===== src/rtl/stdout_uart_bridge_pkg.sv =====
// Shared types and defaults for the stdout-to-UART bridge.
// Holds the drain FSM state encoding and the default FIFO depth and busy timeout.
package stdout_uart_pkg;

    localparam int DEF_DEPTH        = 16;
    localparam int DEF_BUSY_TIMEOUT = 4;

    typedef enum logic [1:0] {
        ST_IDLE      = 2'd0,
        ST_START     = 2'd1,
        ST_WAIT_BUSY = 2'd2,
        ST_WAIT_DONE = 2'd3
    } state_e;

endpackage


===== src/rtl/stdout_uart_bridge_if.sv =====
// Bundle of the processor-stdout side, the uart_tx handshake and the FIFO status.
// The master modport drives the processor and UART inputs; the slave modport is the bridge.
interface stdout_uart_bridge_if #(
    parameter int DEPTH = 16
);
    localparam int AW = $clog2(DEPTH);

    logic [7:0] in_data;
    logic       in_valid;
    logic       in_tick;
    logic [7:0] tx_data;
    logic       tx_start;
    logic       tx_ready;
    logic       full;
    logic       empty;
    logic [AW:0] count;
    logic       overflow;

    modport master (
        output in_data, in_valid, in_tick, tx_ready,
        input  tx_data, tx_start, full, empty, count, overflow
    );

    modport slave (
        input  in_data, in_valid, in_tick, tx_ready,
        output tx_data, tx_start, full, empty, count, overflow
    );

endinterface


===== src/rtl/stdout_uart_bridge_sync_fifo.sv =====
// Synchronous FIFO with registered count/full/empty.
// A push into a full FIFO is still taken when a pop happens on the same edge.
module sync_fifo
    import stdout_uart_pkg::*;
#(
    parameter int DEPTH = DEF_DEPTH,
    parameter int WIDTH = 8
) (
    input  logic                    clk,
    input  logic                    rstn,
    input  logic                    i_push,
    input  logic [WIDTH-1:0]        i_wdata,
    input  logic                    i_pop,
    output logic [WIDTH-1:0]        o_rdata,
    output logic                    o_full,
    output logic                    o_empty,
    output logic [$clog2(DEPTH):0]  o_count
);

    localparam int AW = $clog2(DEPTH);
    localparam logic [AW:0] L_FULL = (AW+1)'(DEPTH);

    logic [WIDTH-1:0] r_mem [DEPTH];
    logic [AW-1:0]    r_wr_ptr;
    logic [AW-1:0]    r_rd_ptr;
    logic [AW:0]      r_count;
    logic             r_full;
    logic             r_empty;
    logic             w_do_push;
    logic             w_do_pop;
    logic [AW:0]      w_count_nxt;

    assign w_do_pop  = i_pop & ~r_empty;
    assign w_do_push = i_push & (~r_full | w_do_pop);

    // Occupancy update: a simultaneous push and pop leaves the count unchanged.
    always_comb begin
        w_count_nxt = r_count;
        case ({w_do_push, w_do_pop})
            2'b10:   w_count_nxt = r_count + (AW+1)'(1);
            2'b01:   w_count_nxt = r_count - (AW+1)'(1);
            default: w_count_nxt = r_count;
        endcase
    end

    // Storage has no reset; contents are meaningless until written.
    always_ff @(posedge clk) begin
        if (w_do_push) begin
            r_mem[r_wr_ptr] <= i_wdata;
        end
    end

    // Pointers and flags; flags come from the next count so they stay coherent with it.
    always_ff @(posedge clk or negedge rstn) begin
        if (!rstn) begin
            r_wr_ptr <= '0;
            r_rd_ptr <= '0;
            r_count  <= '0;
            r_full   <= 1'b0;
            r_empty  <= 1'b1;
        end else begin
            if (w_do_push) begin
                r_wr_ptr <= r_wr_ptr + AW'(1);
            end
            if (w_do_pop) begin
                r_rd_ptr <= r_rd_ptr + AW'(1);
            end
            r_count <= w_count_nxt;
            r_full  <= (w_count_nxt == L_FULL);
            r_empty <= (w_count_nxt == '0);
        end
    end

    assign o_rdata = r_mem[r_rd_ptr];
    assign o_full  = r_full;
    assign o_empty = r_empty;
    assign o_count = r_count;

endmodule


===== src/rtl/stdout_uart_bridge.sv =====
// Buffers processor stdout bytes and feeds them one at a time to uart_tx.
// Each processor cycle is qualified by in_tick so a level-held stdout_en yields one byte.
module stdout_uart_bridge
    import stdout_uart_pkg::*;
#(
    parameter int DEPTH        = DEF_DEPTH,
    parameter int BUSY_TIMEOUT = DEF_BUSY_TIMEOUT
) (
    input  logic                 clk,
    input  logic                 rstn,
    stdout_uart_bridge_if.slave  io_bus
);

    localparam int AW = $clog2(DEPTH);
    localparam int TW = $clog2(BUSY_TIMEOUT + 1);

    state_e          r_state;
    state_e          w_state_nxt;
    logic [TW-1:0]   r_to_cnt;
    logic [TW-1:0]   w_to_cnt_nxt;
    logic [7:0]      r_tx_data;
    logic            r_tx_start;
    logic            r_overflow;
    logic            w_push_req;
    logic            w_pop;
    logic            w_drop;
    logic [7:0]      w_rd_data;
    logic            w_full;
    logic            w_empty;
    logic [AW:0]     w_count;

    assign w_push_req = io_bus.in_tick & io_bus.in_valid;
    assign w_pop      = (r_state == ST_IDLE) & ~w_empty & io_bus.tx_ready;
    assign w_drop     = w_push_req & w_full & ~w_pop;

    sync_fifo #(
        .DEPTH (DEPTH),
        .WIDTH (8)
    ) u_fifo (
        .clk     (clk),
        .rstn    (rstn),
        .i_push  (w_push_req),
        .i_wdata (io_bus.in_data),
        .i_pop   (w_pop),
        .o_rdata (w_rd_data),
        .o_full  (w_full),
        .o_empty (w_empty),
        .o_count (w_count)
    );

    // Drain FSM next state; a UART that never drops ready releases the byte after the timeout.
    always_comb begin
        w_state_nxt  = r_state;
        w_to_cnt_nxt = r_to_cnt;
        case (r_state)
            ST_IDLE: begin
                if (w_pop) begin
                    w_state_nxt = ST_START;
                end else begin
                    w_state_nxt = ST_IDLE;
                end
            end
            ST_START: begin
                w_state_nxt  = ST_WAIT_BUSY;
                w_to_cnt_nxt = '0;
            end
            ST_WAIT_BUSY: begin
                if (!io_bus.tx_ready) begin
                    w_state_nxt = ST_WAIT_DONE;
                end else if (r_to_cnt == TW'(BUSY_TIMEOUT - 1)) begin
                    w_state_nxt = ST_IDLE;
                end else begin
                    w_to_cnt_nxt = r_to_cnt + TW'(1);
                end
            end
            ST_WAIT_DONE: begin
                if (io_bus.tx_ready) begin
                    w_state_nxt = ST_IDLE;
                end else begin
                    w_state_nxt = ST_WAIT_DONE;
                end
            end
            default: begin
                w_state_nxt  = ST_IDLE;
                w_to_cnt_nxt = '0;
            end
        endcase
    end

    // State and timeout counter registers.
    always_ff @(posedge clk or negedge rstn) begin
        if (!rstn) begin
            r_state  <= ST_IDLE;
            r_to_cnt <= '0;
        end else begin
            r_state  <= w_state_nxt;
            r_to_cnt <= w_to_cnt_nxt;
        end
    end

    // Start pulse is registered on the pop edge, so it is high exactly during START.
    always_ff @(posedge clk or negedge rstn) begin
        if (!rstn) begin
            r_tx_start <= 1'b0;
            r_tx_data  <= 8'h00;
        end else begin
            r_tx_start <= w_pop;
            if (w_pop) begin
                r_tx_data <= w_rd_data;
            end
        end
    end

    // Sticky drop flag.
    always_ff @(posedge clk or negedge rstn) begin
        if (!rstn) begin
            r_overflow <= 1'b0;
        end else if (w_drop) begin
            r_overflow <= 1'b1;
        end
    end

    assign io_bus.tx_data  = r_tx_data;
    assign io_bus.tx_start = r_tx_start;
    assign io_bus.overflow = r_overflow;
    assign io_bus.full     = w_full;
    assign io_bus.empty    = w_empty;
    assign io_bus.count    = w_count;

endmodule


===== src/flat_wrapper.sv =====
// flat-port wrapper written by rule: the top's interface ports become plain ports
module stdout_uart_bridge_flat import stdout_uart_pkg::*;
#(
    parameter int DEPTH        = DEF_DEPTH,
    parameter int BUSY_TIMEOUT = DEF_BUSY_TIMEOUT
)
  (clk, rstn, io_bus_in_data, io_bus_in_valid, io_bus_in_tick, io_bus_tx_ready, io_bus_tx_data, io_bus_tx_start, io_bus_full, io_bus_empty, io_bus_count, io_bus_overflow);
  stdout_uart_bridge_if #(.DEPTH(DEPTH)) io_bus_i ();
  input  logic clk;
  input  logic rstn;
  input wire logic [$bits(io_bus_i.in_data)-1:0] io_bus_in_data;
  input wire logic [$bits(io_bus_i.in_valid)-1:0] io_bus_in_valid;
  input wire logic [$bits(io_bus_i.in_tick)-1:0] io_bus_in_tick;
  input wire logic [$bits(io_bus_i.tx_ready)-1:0] io_bus_tx_ready;
  output wire logic [$bits(io_bus_i.tx_data)-1:0] io_bus_tx_data;
  output wire logic [$bits(io_bus_i.tx_start)-1:0] io_bus_tx_start;
  output wire logic [$bits(io_bus_i.full)-1:0] io_bus_full;
  output wire logic [$bits(io_bus_i.empty)-1:0] io_bus_empty;
  output wire logic [$bits(io_bus_i.count)-1:0] io_bus_count;
  output wire logic [$bits(io_bus_i.overflow)-1:0] io_bus_overflow;
  assign io_bus_i.in_data = io_bus_in_data;
  assign io_bus_i.in_valid = io_bus_in_valid;
  assign io_bus_i.in_tick = io_bus_in_tick;
  assign io_bus_i.tx_ready = io_bus_tx_ready;
  assign io_bus_tx_data = io_bus_i.tx_data;
  assign io_bus_tx_start = io_bus_i.tx_start;
  assign io_bus_full = io_bus_i.full;
  assign io_bus_empty = io_bus_i.empty;
  assign io_bus_count = io_bus_i.count;
  assign io_bus_overflow = io_bus_i.overflow;
  stdout_uart_bridge #(.DEPTH(DEPTH), .BUSY_TIMEOUT(BUSY_TIMEOUT)) u_core (.clk(clk), .rstn(rstn), .io_bus(io_bus_i));
endmodule

===== config.mk =====
export PLATFORM = sky130hd
export DESIGN_NAME = stdout_uart_bridge_flat
export DESIGN_NICKNAME = d
export VERILOG_FILES = /design/src/rtl/stdout_uart_bridge_pkg.sv /design/src/rtl/stdout_uart_bridge_if.sv /design/src/rtl/stdout_uart_bridge_sync_fifo.sv /design/src/rtl/stdout_uart_bridge.sv /design/src/flat_wrapper.sv
export SDC_FILE = /design/constraint.sdc
export NUM_CORES = 1
export LEC_CHECK = 0
export BUFFER_PORTS_ARGS = -buffer_cell sky130_fd_sc_hd__buf_2
export CAP_MARGIN = 30
export CORE_MARGIN = 2
export CORE_UTILIZATION = 25
export DETAILED_ROUTE_END_ITERATION = 12
export GPL_ROUTABILITY_DRIVEN = 0
export GPL_TIMING_DRIVEN = 1
export PLACE_DENSITY_LB_ADDON = 0.12
export SLEW_MARGIN = 25
export SYNTH_ARGS = -nofsm -noshare
export SYNTH_HDL_FRONTEND = slang
export SYNTH_SLANG_ARGS = --single-unit

===== constraint.sdc =====
create_clock -name clk -period 4.8 [get_ports clk]
set_input_delay 0.96 -clock clk [delete_from_list [all_inputs] [get_ports clk]]
set_output_delay 0.96 -clock clk [all_outputs]
set_load 0.1 [all_outputs]

==> metrics.cfg <==
[status]
outcome=finished, final reports clean

[synth]
ys_seq_area_share_pct=71.3
synthesis.area_mm2=0.00644
synth_edf_count=128
syn-num-nets=372
yosys_warnings=0
synth_cells=348
synth_seq_cells=158
ys_types=43
postSynthAreaPerCell_um2=18.5
synthArstFlopShare_pct=19.0
synthFlopType=edfxtp_1

[sta]
fin_skew_ns=0.0115
min_period_over_period_pct=72.8
setup_viol=0
hold_viol=0
worst_slew_pin_slew_ns=0.696
max_freq_ghz=0.286
drv_slew=0
period_needed_ns=3.49
relSlewSlack_pct=53.6
rsz0062_at_grt=no
fin_tns_setup_ns=0

[worst_hold_path]
hp-class=reg2reg
whs_path_depth=1
hold_end=u_core.io_bus.overflow$_DFFE_PN0P_
min_from=u_core.io_bus.overflow$_DFFE_PN0P_

[clock_network]
clockBufferDepth=2
path_clk_slew_ns=0.07
cts-root-buf=clkbuf_16
cts_tree=yes
numCtsBuffers=17
cts_sinks=158
post-cts-setup-buffers=0
cts_hold_buf=0
htreeDepth=4
clk-insertion-delay-late_ns=0.43
cts_resized=0

[setup_path]
critPathArrivalTime_ns=3.86
r2r_cells=9
rr_startpoint=u_core.r_state[0]$_DFFE_PN0P_
critPathMaxFanout=23
slowest_stage=or4b_1
startpoint_type=input pin
r2r_slack_ns=1.39
cpPeakStageDelay_ns=0.54
setup.worst_path.class=in2reg
r2r_end=u_core.u_fifo.o_full$_DFF_PN0_
crit_chain=buf_2, or4b_1, buf_4, a21oi_4, inv_2, ha_1, ha_1, or4b_1, a311o_1, nor2b_1
worst_setup_path_end_kind=flip-flop
cp_data_required_time_ns=5.17

[drt]
wl_per_cell_um=19.8
dr.first_iter.drc_count=190
viasPerCell=4.42
drt_pass1_iterations=4
drc=0
routed_wirelength_um=14400
drtAntennaViolNets=0
vias=3201

[floorplan]
io_pins=30
die_area_mm2=0.0271
die_x_um=165
die_h_um=165
fp.coreArea_mm2=0.0253
std_cell_rows=58
start_util_pct=25.5

[power]
peakVddDrop_mv=0.492
p_comb_share_pct=32.6
p_seq_share_pct=38.9
p_leak_nw=2.56
p_clk_share_pct=28.5
p_sw_share_pct=37.1
p_int_mw=3.02
p_sw_mw=1.78
powerDensity_mw_per_mm2=637

[global_routing]
antenna_found_initial=0
grt_use_total_pct=11.6
grt_pass1_vias=3378
grt_max_degree=36
grt-ovfl-total=0
grt_pass1_wl_um=21800

[cells_and_area]
finalInstanceArea_mm2=0.00754
final_core_util_pct=29.9
layout_commonest_cell=edfxtp_1
layout-drive-gt1-share_pct=28.1
synthToLayoutAreaGrowth_pct=17.0
diodes=0
layout_common_cells=edfxtp_1 (128), mux4_2 (32), buf_2 (29)
nNetsFinal=406

[place]
port_buffers=29
placed_cell_area_mm2=0.00695
hpwl_um=9120

[run]
cap_violations=0

## flip-flops by register name, summed over array words and instances, names as in the netlist
register	flops
u_core.r_state	2
u_core.u_fifo.o_empty	1
u_core.u_fifo.r_mem	128
u_core.r_to_cnt	3
u_core.io_bus.overflow	1
u_core.u_fifo.o_count	5
u_core.u_fifo.o_full	1
u_core.io_bus.tx_start	1
u_core.io_bus.tx_data	8
u_core.u_fifo.r_rd_ptr	4
u_core.u_fifo.r_wr_ptr	4
## cells in the mapped netlist (2+ instances only)
| cell type | count | area (um2) |
|---|---|---|
| o21a_1 | 2 | 15.0 |
| xor2_1 | 2 | 17.5 |
| inv_1 | 8 | 30.0 |
| or4b_1 | 2 | 20.0 |
| nor2b_1 | 2 | 12.5 |
| nor2_1 | 8 | 30.0 |
| nor3_1 | 8 | 40.0 |
| ha_1 | 11 | 138 |
| edfxtp_1 | 128 | 3840 |
| nand4b_1 | 2 | 17.5 |
| dfrtp_1 | 29 | 726 |
| nand2_1 | 15 | 56.3 |
| mux4_2 | 32 | 721 |
| mux2_2 | 9 | 101 |
| buf_2 | 5 | 25.0 |
| buf_1 | 2 | 7.51 |
| o21ai_0 | 7 | 35.0 |
| and2_1 | 17 | 106 |
| mux2i_1 | 9 | 90.1 |
| clkbuf_1 | 8 | 30.0 |
| a21oi_1 | 3 | 15.0 |
| xnor2_1 | 10 | 87.6 |
| nand4_1 | 2 | 12.5 |
| a221o_1 | 8 | 80.1 |
## cells by family after synthesis
kind of cell | after synthesis | share of synthesized area [%]
muxes | 50 | 14.2
buffers and inverters | 26 | 1.79
AOI/OAI and AO/OA | 28 | 3.40
and+or+nand+nor | 63 | 5.59
DFF | 158 | 71.3
xor gates and xnor gates | 12 | 1.63
adders and majority gates | 11 | 2.14
## worst max-delay path, delay by kind of cell
family                   cells  cell delay, ns
AO/OA/AOI/OAI                2            0.64
adder cells (fa/ha/maj)      2            0.71
buffers and inverters        3            0.46
AND/OR/NAND/NOR              3            1.09
## worst max-delay path by stage
stage	startpoint	to
finish	io_bus_tx_ready	u_core.u_fifo.o_full$_DFF_PN0_
global route	io_bus_tx_ready	u_core.u_fifo.o_empty$_DFF_PN1_
detailed placement	io_bus_tx_ready	u_core.u_fifo.o_full$_DFF_PN0_
global placement	io_bus_tx_ready	u_core.u_fifo.o_full$_DFF_PN0_
CTS	io_bus_tx_ready	u_core.u_fifo.o_full$_DFF_PN0_
floorplan	io_bus_tx_ready	u_core.u_fifo.o_full$_DFF_PN0_
## power by group through the flow
stage	clock, mW	sequential (mW)	combinational, mW
finish	1.37	1.87	1.56
global route	1.46	1.91	1.68
CTS	1.40	1.88	1.59
detailed placement	0	1.91	1.58
global placement	0	1.90	1.59
floorplan	0	2.26	0.827
## per-stage QoR
stage	setup slack [ns]	total power [mW]	instances	hold slack (ns)
6_report	1.31	4.80	725	0.477
5_1_grt	1.13	5.05	725	0.518
4_1_cts	1.32	4.87	725	0.480
3_5_place_dp	0.861	3.49	693	0.462
3_3_place_gp	0.920	3.49	693	0.461
2_1_floorplan	1.25	3.08	348	0.472
## cell type report
cell class | count | area, um2
fill | 2502 | 17700
sequential | 158 | 4600
multi-input combinational | 164 | 1730
clock buffer | 18 | 429
tap | 330 | 413
timing repair buffer | 32 | 168
clock inverter | 14 | 165
inverter | 9 | 33.8
## metal layers
| metal | GRT usage, % | vias to the layer above | wire length (um) |
|---|---|---|---|
| met5 | 0 | - | 0 |
| met4 | 4.98 | 0 | 237 |
| met3 | 2.46 | 16 | 493 |
| met2 | 18.6 | 55 | 7030 |
| met1 | 15.2 | 1688 | 6610 |
| li1 | - | 1442 | - |
Power figures use the tool's default switching activity.
